### config.mk
export PLATFORM = sky130hd
export DESIGN_NAME = mem_lsu
export DESIGN_NICKNAME = d
export VERILOG_FILES = /design/src/rtl/mem_lsu.sv
export SDC_FILE = /design/constraint.sdc
export NUM_CORES = 1
export LEC_CHECK = 0
export ABC_AREA = 1
export ABC_CLOCK_PERIOD_IN_PS = 1720
export CAP_MARGIN = 5
export CORE_MARGIN = 1
export CORE_UTILIZATION = 39
export DETAILED_ROUTE_END_ITERATION = 10
export HOLD_SLACK_MARGIN = 0.02
export PLACE_DENSITY_LB_ADDON = 0.2
export SLEW_MARGIN = 5
export SYNTH_ARGS = -nofsm -noshare
export SYNTH_HDL_FRONTEND = slang
export SYNTH_SLANG_ARGS = --single-unit
### constraint.sdc
create_clock -name clk -period 1.72 [get_ports clk]
set_clock_uncertainty 0.2 [all_clocks]
set_input_delay 0.172 -clock clk [delete_from_list [all_inputs] [get_ports clk]]
set_output_delay 0.172 -clock clk [all_outputs]
set_load 0.01 [all_outputs]
### src/rtl/mem_lsu.sv
// MEM-stage load/store unit: valid/ready data-memory request, aligned/extended load data, pipeline stall.
// Optional misaligned-access trap via `LSU_MISALIGN_TRAP_EN (default: misaligned offsets forced to alignment).
module mem_lsu (
  input  logic        clk,
  input  logic        reset,
  input  logic        memRead_M,
  input  logic        memWrite_M,
  input  logic [2:0]  funct3_M,
  input  logic [31:0] addr_M,
  input  logic [31:0] wData_M,
  output logic [31:0] r_Data_M,
  output logic        stall_M,
  output logic        misaligned_M,
  output logic        mem_req_valid,
  input  logic        mem_req_ready,
  output logic        mem_req_we,
  output logic [31:0] mem_req_addr,
  output logic [31:0] mem_req_wdata,
  output logic [3:0]  mem_req_be,
  input  logic        mem_rsp_valid,
  input  logic [31:0] mem_rsp_rdata
);

  typedef enum logic [1:0] {IDLE, REQ, WAIT_RSP, DONE} state_t;
  state_t state, state_nxt;

  logic [2:0]  f3_q;
  logic [1:0]  off_q;
  logic        access, is_b, is_h, go;
  logic [1:0]  off_eff;
  logic [3:0]  be_nxt;
  logic [31:0] wdata_nxt;
  logic [31:0] shifted, load_val;

  assign access = memRead_M | memWrite_M;
  // funct3[1:0] selects size; 011/11x fall through to word
  assign is_b   = (funct3_M[1:0] == 2'b00);
  assign is_h   = (funct3_M[1:0] == 2'b01);

  // Effective offset also serves as the silent alignment fix when trapping is off
  assign off_eff   = is_b ? addr_M[1:0] : (is_h ? {addr_M[1], 1'b0} : 2'b00);
  assign be_nxt    = is_b ? (4'b0001 << off_eff) : (is_h ? (4'b0011 << off_eff) : 4'b1111);
  assign wdata_nxt = is_b ? {4{wData_M[7:0]}} : (is_h ? {2{wData_M[15:0]}} : wData_M);

`ifdef LSU_MISALIGN_TRAP_EN
  logic misalign;
  assign misalign     = is_h ? addr_M[0] : (!is_b && (addr_M[1:0] != 2'b00));
  assign misaligned_M = (state == IDLE) && access && misalign;
  assign go           = access && !misalign;
`else
  assign misaligned_M = 1'b0;
  assign go           = access;
`endif

  assign shifted = mem_rsp_rdata >> {off_q, 3'b000};

  always_comb begin
    load_val = shifted;
    case (f3_q[1:0])
      2'b00:   load_val = {{24{~f3_q[2] & shifted[7]}}, shifted[7:0]};
      2'b01:   load_val = {{16{~f3_q[2] & shifted[15]}}, shifted[15:0]};
      default: load_val = mem_rsp_rdata;
    endcase
  end

  always_comb begin
    state_nxt     = state;
    stall_M       = 1'b0;
    mem_req_valid = 1'b0;
    case (state)
      IDLE: begin
        if (go) begin
          state_nxt = REQ;
          stall_M   = 1'b1;
        end
      end
      REQ: begin
        mem_req_valid = 1'b1;
        stall_M       = 1'b1;
        if (mem_req_ready) state_nxt = mem_req_we ? DONE : WAIT_RSP;
      end
      WAIT_RSP: begin
        stall_M = 1'b1;
        if (mem_rsp_valid) state_nxt = DONE;
      end
      DONE:    state_nxt = IDLE;
      default: state_nxt = IDLE;
    endcase
  end

  always_ff @(posedge clk) begin
    if (reset) begin
      state         <= IDLE;
      f3_q          <= 3'b000;
      off_q         <= 2'b00;
      mem_req_we    <= 1'b0;
      mem_req_addr  <= 32'h0;
      mem_req_wdata <= 32'h0;
      mem_req_be    <= 4'b0000;
      r_Data_M      <= 32'h0;
    end else begin
      state <= state_nxt;
      if (state == IDLE && go) begin
        f3_q          <= funct3_M;
        off_q         <= off_eff;
        mem_req_we    <= ~memRead_M;  // load wins when both are asserted
        mem_req_addr  <= {addr_M[31:2], 2'b00};
        mem_req_wdata <= wdata_nxt;
        mem_req_be    <= be_nxt;
      end
      if (state == WAIT_RSP && mem_rsp_valid) r_Data_M <= load_val;
    end
  end

endmodule

==> metrics.txt, run 1 <==
Core Area 12620 um2; GP Congestion 0.8616; FP Rows 41; max incr delay on CP 0.56 ns; Synth Instances 724; largest cells by area after synthesis dfxtp_1, nand2_1, o21ai_0; DRT antenna net count 0; WP data required 1.35 ns; crit path cell chain clkdlybuf4s50_1; final slew viol count 0; share of layout cells above drive strength 1 12.06%; Min-Delay Path Class in2reg; synthesized area 5032 um2; Leak 0.003383 uW; pwr dens 1495 nW/um2; cts bufs inserted 9; critical path startpoint category flop; FF+latch count, synth 106; Die ar. 13360 um2; cell taking the most area after synthesis dfxtp_1; clk buf depth 2; Hold Buf Count CTS 0; Critical Path Sink Type primary output; final-report setup violation count 0; IO buf count 205; final worst path period share 96.69%; R2R cell count 9; global-route wire length before repair 23850 um; Pre-Repair DR Iteration Count 5; dpl cell area 7402 um2; sequential share of power 30.8%; VDD IR max 0.8385 mV; Via Count 5376; Int Power 7173 uW; CP Depth 1; Clock H-tree levels 3; Starting DRT DRC Count 420; P_sw 4531 uW; largest net degree at the start of global routing 71; Wirelength per Cell 13.96 um; area grow syn2layout 55.57%; post-layout min period 1.663 ns; r2r setup slk 0.08 ns; critical path data arrival time 1.29 ns; cell family with most CP delay buffers and inverters; f_max 601.3 MHz; Hold Path Stages 3; status completed; final std cells w/o fill 1117; Die Ht 115.6 um; vias in the first global route 4722; CP max-delay cell clkdlybuf4s50_1; clock network power share 16.9%; Synth Area per Inst 6.951 um2; Ys Warns 0; Num Clock Sinks 106; Crit Path Max Fanout 2; HPWL after DPL 11100 um; max_cap viols 0; Detailed Route WL 15590 um; Vias/cell 4.813; root buffer cell clkbuf_16; Fin. Hold Viols 0; clock slew at reported path FFs 0.07 ns; Comb power frac 52.3%; WHS 0.1937 ns; sequential-to-total area share from yosys stat 42.17%; sw frac 38.71%; Final Instance Area 7829 um2; Synth top area share 42.17%; Worst-Skew Late Latency 0.35 ns; # DRC 0; Cell Count Post-Placement 1096; number of diodes 0; Congestion Overflow GR 0; initial antenna violation count 0; CTS tree done; io pins 209; WP buf/inv 1; chip width 115.6 um; GRT Total Usage 23.08%; Unique masters post-synth 27; kind of critical path reg2out; Nets 1052; initial core utilization 39.88%
==> synth_stat cells (all sizes together) <==
library cell  number
a211oi             1
conb               1
ha                 7
a31oi             17
dfxtp            106
inv               60
clkbuf            20
nand3             46
o21ai             97
nand2            156
buf               30
nor2             108
a21oi             72
nor3               1
o22ai              2
==> worst register-to-register path: cells and delay by family (launching register included) <==
family	cells	cell delay [ns]
AOI/OAI and AO/OA	1	0.16
and+or+nand+nor	3	0.27
DFF	1	0.33
buffers and inverters	4	0.39
adders and majority gates	1	0.19
==> sequential cells by signal, summed over array words and instances, names as in the netlist <==
signal / flops
off_q: 2
mem_req_addr: 30
mem_req_wdata: 32
r_Data_M: 32
f3_q: 3
mem_req_we: 1
mem_req_be: 4
state: 2
==> metrics by stage <==
stage                     setup WS (ns)  power [uW]  utilization, %    TNS, ns
after floorplan                 0.01712        6754               -          0
after global placement          -0.1868        9376           58.66     -5.307
after detailed placement        -0.2073        9419           58.66     -6.573
after CTS                       0.01276       11450           60.95          0
after global routing          -0.006788       12550           62.04  -0.009005
final                           0.05687       11700           62.04          0
==> power groups by stage <==
stage | clock [uW] | combinational, uW | sequential, uW
finish | 1980 | 6120 | 3600
CTS | 2020 | 5830 | 3600
detailed placement | 0 | 5790 | 3630
global placement | 0 | 5750 | 3630
global route | 2140 | 6720 | 3690
floorplan | 0 | 2840 | 3910
==> layout by cell type (no fill, tap or decap), types with 2 or more instances in the layout <==
master / instances
a21oi_1: 61
conb_1: 3
nor2_1: 102
nand3_1: 34
clkbuf_16: 11
dfxtp_2: 3
clkdlybuf4s50_1: 203
inv_1: 51
buf_6: 2
o22ai_1: 2
a21oi_2: 11
buf_4: 37
nand2_2: 5
nand2_1: 150
clkinv_2: 5
dfxtp_1: 103
nand3_4: 2
o21ai_0: 86
ha_1: 5
inv_6: 2
inv_2: 6
a31oi_1: 17
buf_12: 3
o21ai_1: 11
nand3_2: 10
nor2_2: 5
==> cell families (layout without fill, tap and decap cells) <==
logic type / after synthesis / after routing / synth area share [%]
AND/OR/NAND/NOR: 311 / 311 / 26.21
AO/OA/AOI/OAI: 189 / 189 / 19.92
buffers and inverters: 110 / 329 / 9.896
flip-flops: 106 / 106 / 42.17
adder cells (fa/ha/maj): 7 / 7 / 1.740
other: 1 / 3 / 0.07452
==> path summary, 6_finish.rpt <==
path / from / endpoint
setup reg to reg: state[0]$_SDFFE_PP0P_ / r_Data_M[22]$_SDFFE_PP0P_
hold / removal: wData_M[25] / mem_req_wdata[25]$_SDFFE_PP0P_
setup / recovery: mem_req_wdata[30]$_SDFFE_PP0P_ / mem_req_wdata[30]
hold reg to reg: mem_req_wdata[2]$_SDFFE_PP0P_ / mem_req_wdata[2]$_SDFFE_PP0P_
==> layer usage <==
layer,track usage (%),up-vias,wire length [um]
met2,36.29,213,7067
met4,9.264,0,302
met3,7.741,19,1551
li1,-,2769,-
met5,0,-,0
met1,29.07,2375,6666
==> final cells by class <==
class,instances,area [um2]
Timing Repair Buffer,251,2495
Multi-Input combinational cell,510,2469
Timing Repair inverter,2,10.01
Clock buffer,10,239.0
Fill cell,1201,4791
Sequential cell,106,2126
Tap cell,172,215.2
Clock inverter,6,40.04
Inverter,60,235.2
==> timing repair <==
item,4_1_cts,5_1_grt
cloned,0,4
hold endpoints to repair,0,0
pin swaps,1,1
resized for setup,10,33
endpoints found under the setup margin,5,65
buffers inserted,1,0
Note: power is estimated with default switching activity, not from simulation.
==> run 2: changes to the inputs <==
--- a/config.mk
+++ b/config.mk
@@ -12,7 +12,9 @@
 export CORE_UTILIZATION = 39
 export DETAILED_ROUTE_END_ITERATION = 10
 export HOLD_SLACK_MARGIN = 0.02
+export MAX_ROUTING_LAYER = met4
 export PLACE_DENSITY_LB_ADDON = 0.2
+export RECOVER_POWER = 100
 export SLEW_MARGIN = 5
 export SYNTH_ARGS = -nofsm -noshare
 export SYNTH_HDL_FRONTEND = slang
==> metrics.txt, run 2 (same netlist as run 1, synthesis figures left out) <==
status completed; max incr delay on CP 0.59 ns (+0.03 ns); number of diodes 0 (unchanged); Post CTS Setup Buffer Count 0 (-1); Fin. Hold Viols 0 (unchanged); hold endpoint mem_req_wdata[24]$_SDFFE_PP0P_; clk buf depth 2 (unchanged); FP Rows 41 (unchanged); Comb power frac 50.4% (-1.9 points); Die ar. 13360 um2 (unchanged); DRT antenna net count 0 (unchanged); WP buf/inv 1 (unchanged); Vias/cell 4.847 (+0.71%); GRT Total Usage 23.80% (+0.72 points); Crit Path Max Fanout 2 (unchanged); final slew viol count 0 (unchanged); clock slew at reported path FFs 0.08 ns (about the same); root buffer cell clkbuf_16; Congestion Overflow GR 0 (unchanged); max_cap viols 0 (unchanged); Via Count 5385 (+0.17%); Hold Path Stages 3 (unchanged); cell family with most CP delay buffers and inverters; # fillers 1151 (-4.2%); final-report setup violation count 0 (unchanged); GP Congestion 0.8760 (+1.7%); TNS Setup 0 ns (unchanged); Leak 0.003385 uW (about the same); f_max 600.8 MHz (about the same); Design Power 11920 uW (+1.8%); vias in the first global route 4898 (+3.7%); initial core utilization 39.88% (unchanged); # DRC 0 (unchanged); R2R cell count 9 (unchanged); largest net degree at the start of global routing 71 (unchanged); final core utilization 62.28% (+0.25 points); crit path cell chain clkdlybuf4s50_1; critical path data arrival time 1.29 ns (about the same); global-route wire length before repair 24070 um (+0.93%); Int Power 7354 uW (+2.5%); Setup WS post-layout 0.05559 ns (-0.001276 ns); Core Area 12620 um2 (unchanged); Starting DRT DRC Count 367 (-13%); most frequent cells in the layout clkdlybuf4s50_1, nand2_1, dfxtp_1; Nets 1046 (-0.57%); area grow syn2layout 56.19%; CP max-delay cell clkdlybuf4s50_1; clock network power share 19.4% (+2.5 points); hold path start wData_M[24]; kind of critical path reg2out; post-layout min period 1.664 ns (+0.001276 ns); io pins 209 (unchanged); cts bufs inserted 9 (unchanged); Num Clock Sinks 106 (unchanged); critical path startpoint category flop; initial antenna violation count 0 (unchanged); VDD IR max 1.040 mV (+24%); commonest non-fill, non-tap cell in the layout clkdlybuf4s50_1; final std cells w/o fill 1111 (-0.54%); Clock H-tree levels 3 (unchanged); CTS tree done; r2r setup slk 0.08 ns (about the same); reg2reg start state[0]$_SDFFE_PP0P_; pwr dens 1516 nW/um2 (+1.4%); pre-CTS setup slack -0.2205 ns (-0.01328 ns); Worst-Skew Late Latency 0.35 ns (about the same); P_sw 4563 uW (+0.71%); Largest regs mem_req_wdata x32, r_Data_M x32, mem_req_addr x30; Critical Path Sink Type primary output; IO buf count 205 (unchanged); Detailed Route WL 15530 um (-0.36%); Die Ht 115.6 um (unchanged); final worst path period share 96.77% (about the same); r2r endpoint r_Data_M[21]$_SDFFE_PP0P_; chip width 115.6 um (unchanged); Pre-Repair DR Iteration Count 5 (unchanged); Cell Count Post-Placement 1093 (-0.27%); sw frac 38.29% (-0.42 points); sequential share of power 30.2% (-0.6 points); Min-Delay Path Class in2reg; WP data required 1.35 ns (about the same); Wirelength per Cell 13.98 um (+0.18%); HPWL after DPL 11050 um (-0.48%); Hold Buf Count CTS 0 (unchanged); share of layout cells above drive strength 1 12.03% (-0.029 points)
-- run 2: changes by cell type in the layout (fill, tap and decap cells not counted), moves of 2 or more --
cell,change
clkinv_2,-4
buf_12,+3
nor2_1,-4
bufinv_16,+2
o21ai_1,-5
nor2_2,+4
clkdlybuf4s50_1,-2
o21ai_0,+5
buf_4,-9
inv_8,+2
-- run 2: timing repair --
item,in CTS,in global routing
pin swaps,0,3
endpoints found under the setup margin,10,41
gates resized for setup,12,29
gates cloned,0,2
-- run 2: routing by layer --
metal  vias to the layer above  wire [um]  track usage, %
met5                         -          0               -
met4                         0        316           7.792
met1                      2400       6641           28.69
met3                        22       1374           7.793
li1                       2755          -               -
met2                       208       7198           37.41
-- run 2: cell type report --
class | count | area (um2) | share of cell area, %
flip-flops and latches | 106 | 2125 | 27.03
clock inverters | 7 | 107.6 | 1.369
inverters | 60 | 235.2 | 2.993
multi-input cells | 510 | 2492 | 31.71
well taps | 172 | 215.2 | 2.738
repair inverters | 1 | 5.005 | 0.06367
clock buffers | 9 | 225.2 | 2.865
repair buffers | 246 | 2455 | 31.23
-- run 2: worst max path at each step --
stage                     slack [ns]                       start  cells after the start                        endpoint
final                           0.06  mem_req_be[2]$_SDFFE_PP0P_                      1                   mem_req_be[2]
after CTS                       0.03       state[0]$_SDFFE_PP0P_                      8       r_Data_M[15]$_SDFFE_PP0P_
after detailed placement       -0.22                   memRead_M                     10  mem_req_wdata[18]$_SDFFE_PP0P_
after global routing          -0.003       state[0]$_SDFFE_PP0P_                      9       r_Data_M[18]$_SDFFE_PP0P_
after floorplan                 0.02       state[0]$_SDFFE_PP0P_                      8                         stall_M
after global placement         -0.18                   memRead_M                      8                         stall_M
-- run 2: power by group through the flow --
stage	clock network [uW]	logic [uW]	registers [uW]
floorplan	0	2840	3910
global placement	0	5800	3620
detailed placement	0	5830	3630
CTS	2370	5860	3590
global route	2460	6650	3680
finish	2310	6010	3600
-- run 2: through the flow --
step,instance area (um2),hold slack (ns)
4_1_cts,7765,0.1728
5_1_grt,7860,0.1915
3_5_place_dp,7430,0.2546
2_1_floorplan,5042,0.06196
3_3_place_gp,7430,0.2543
6_report,7860,0.1824
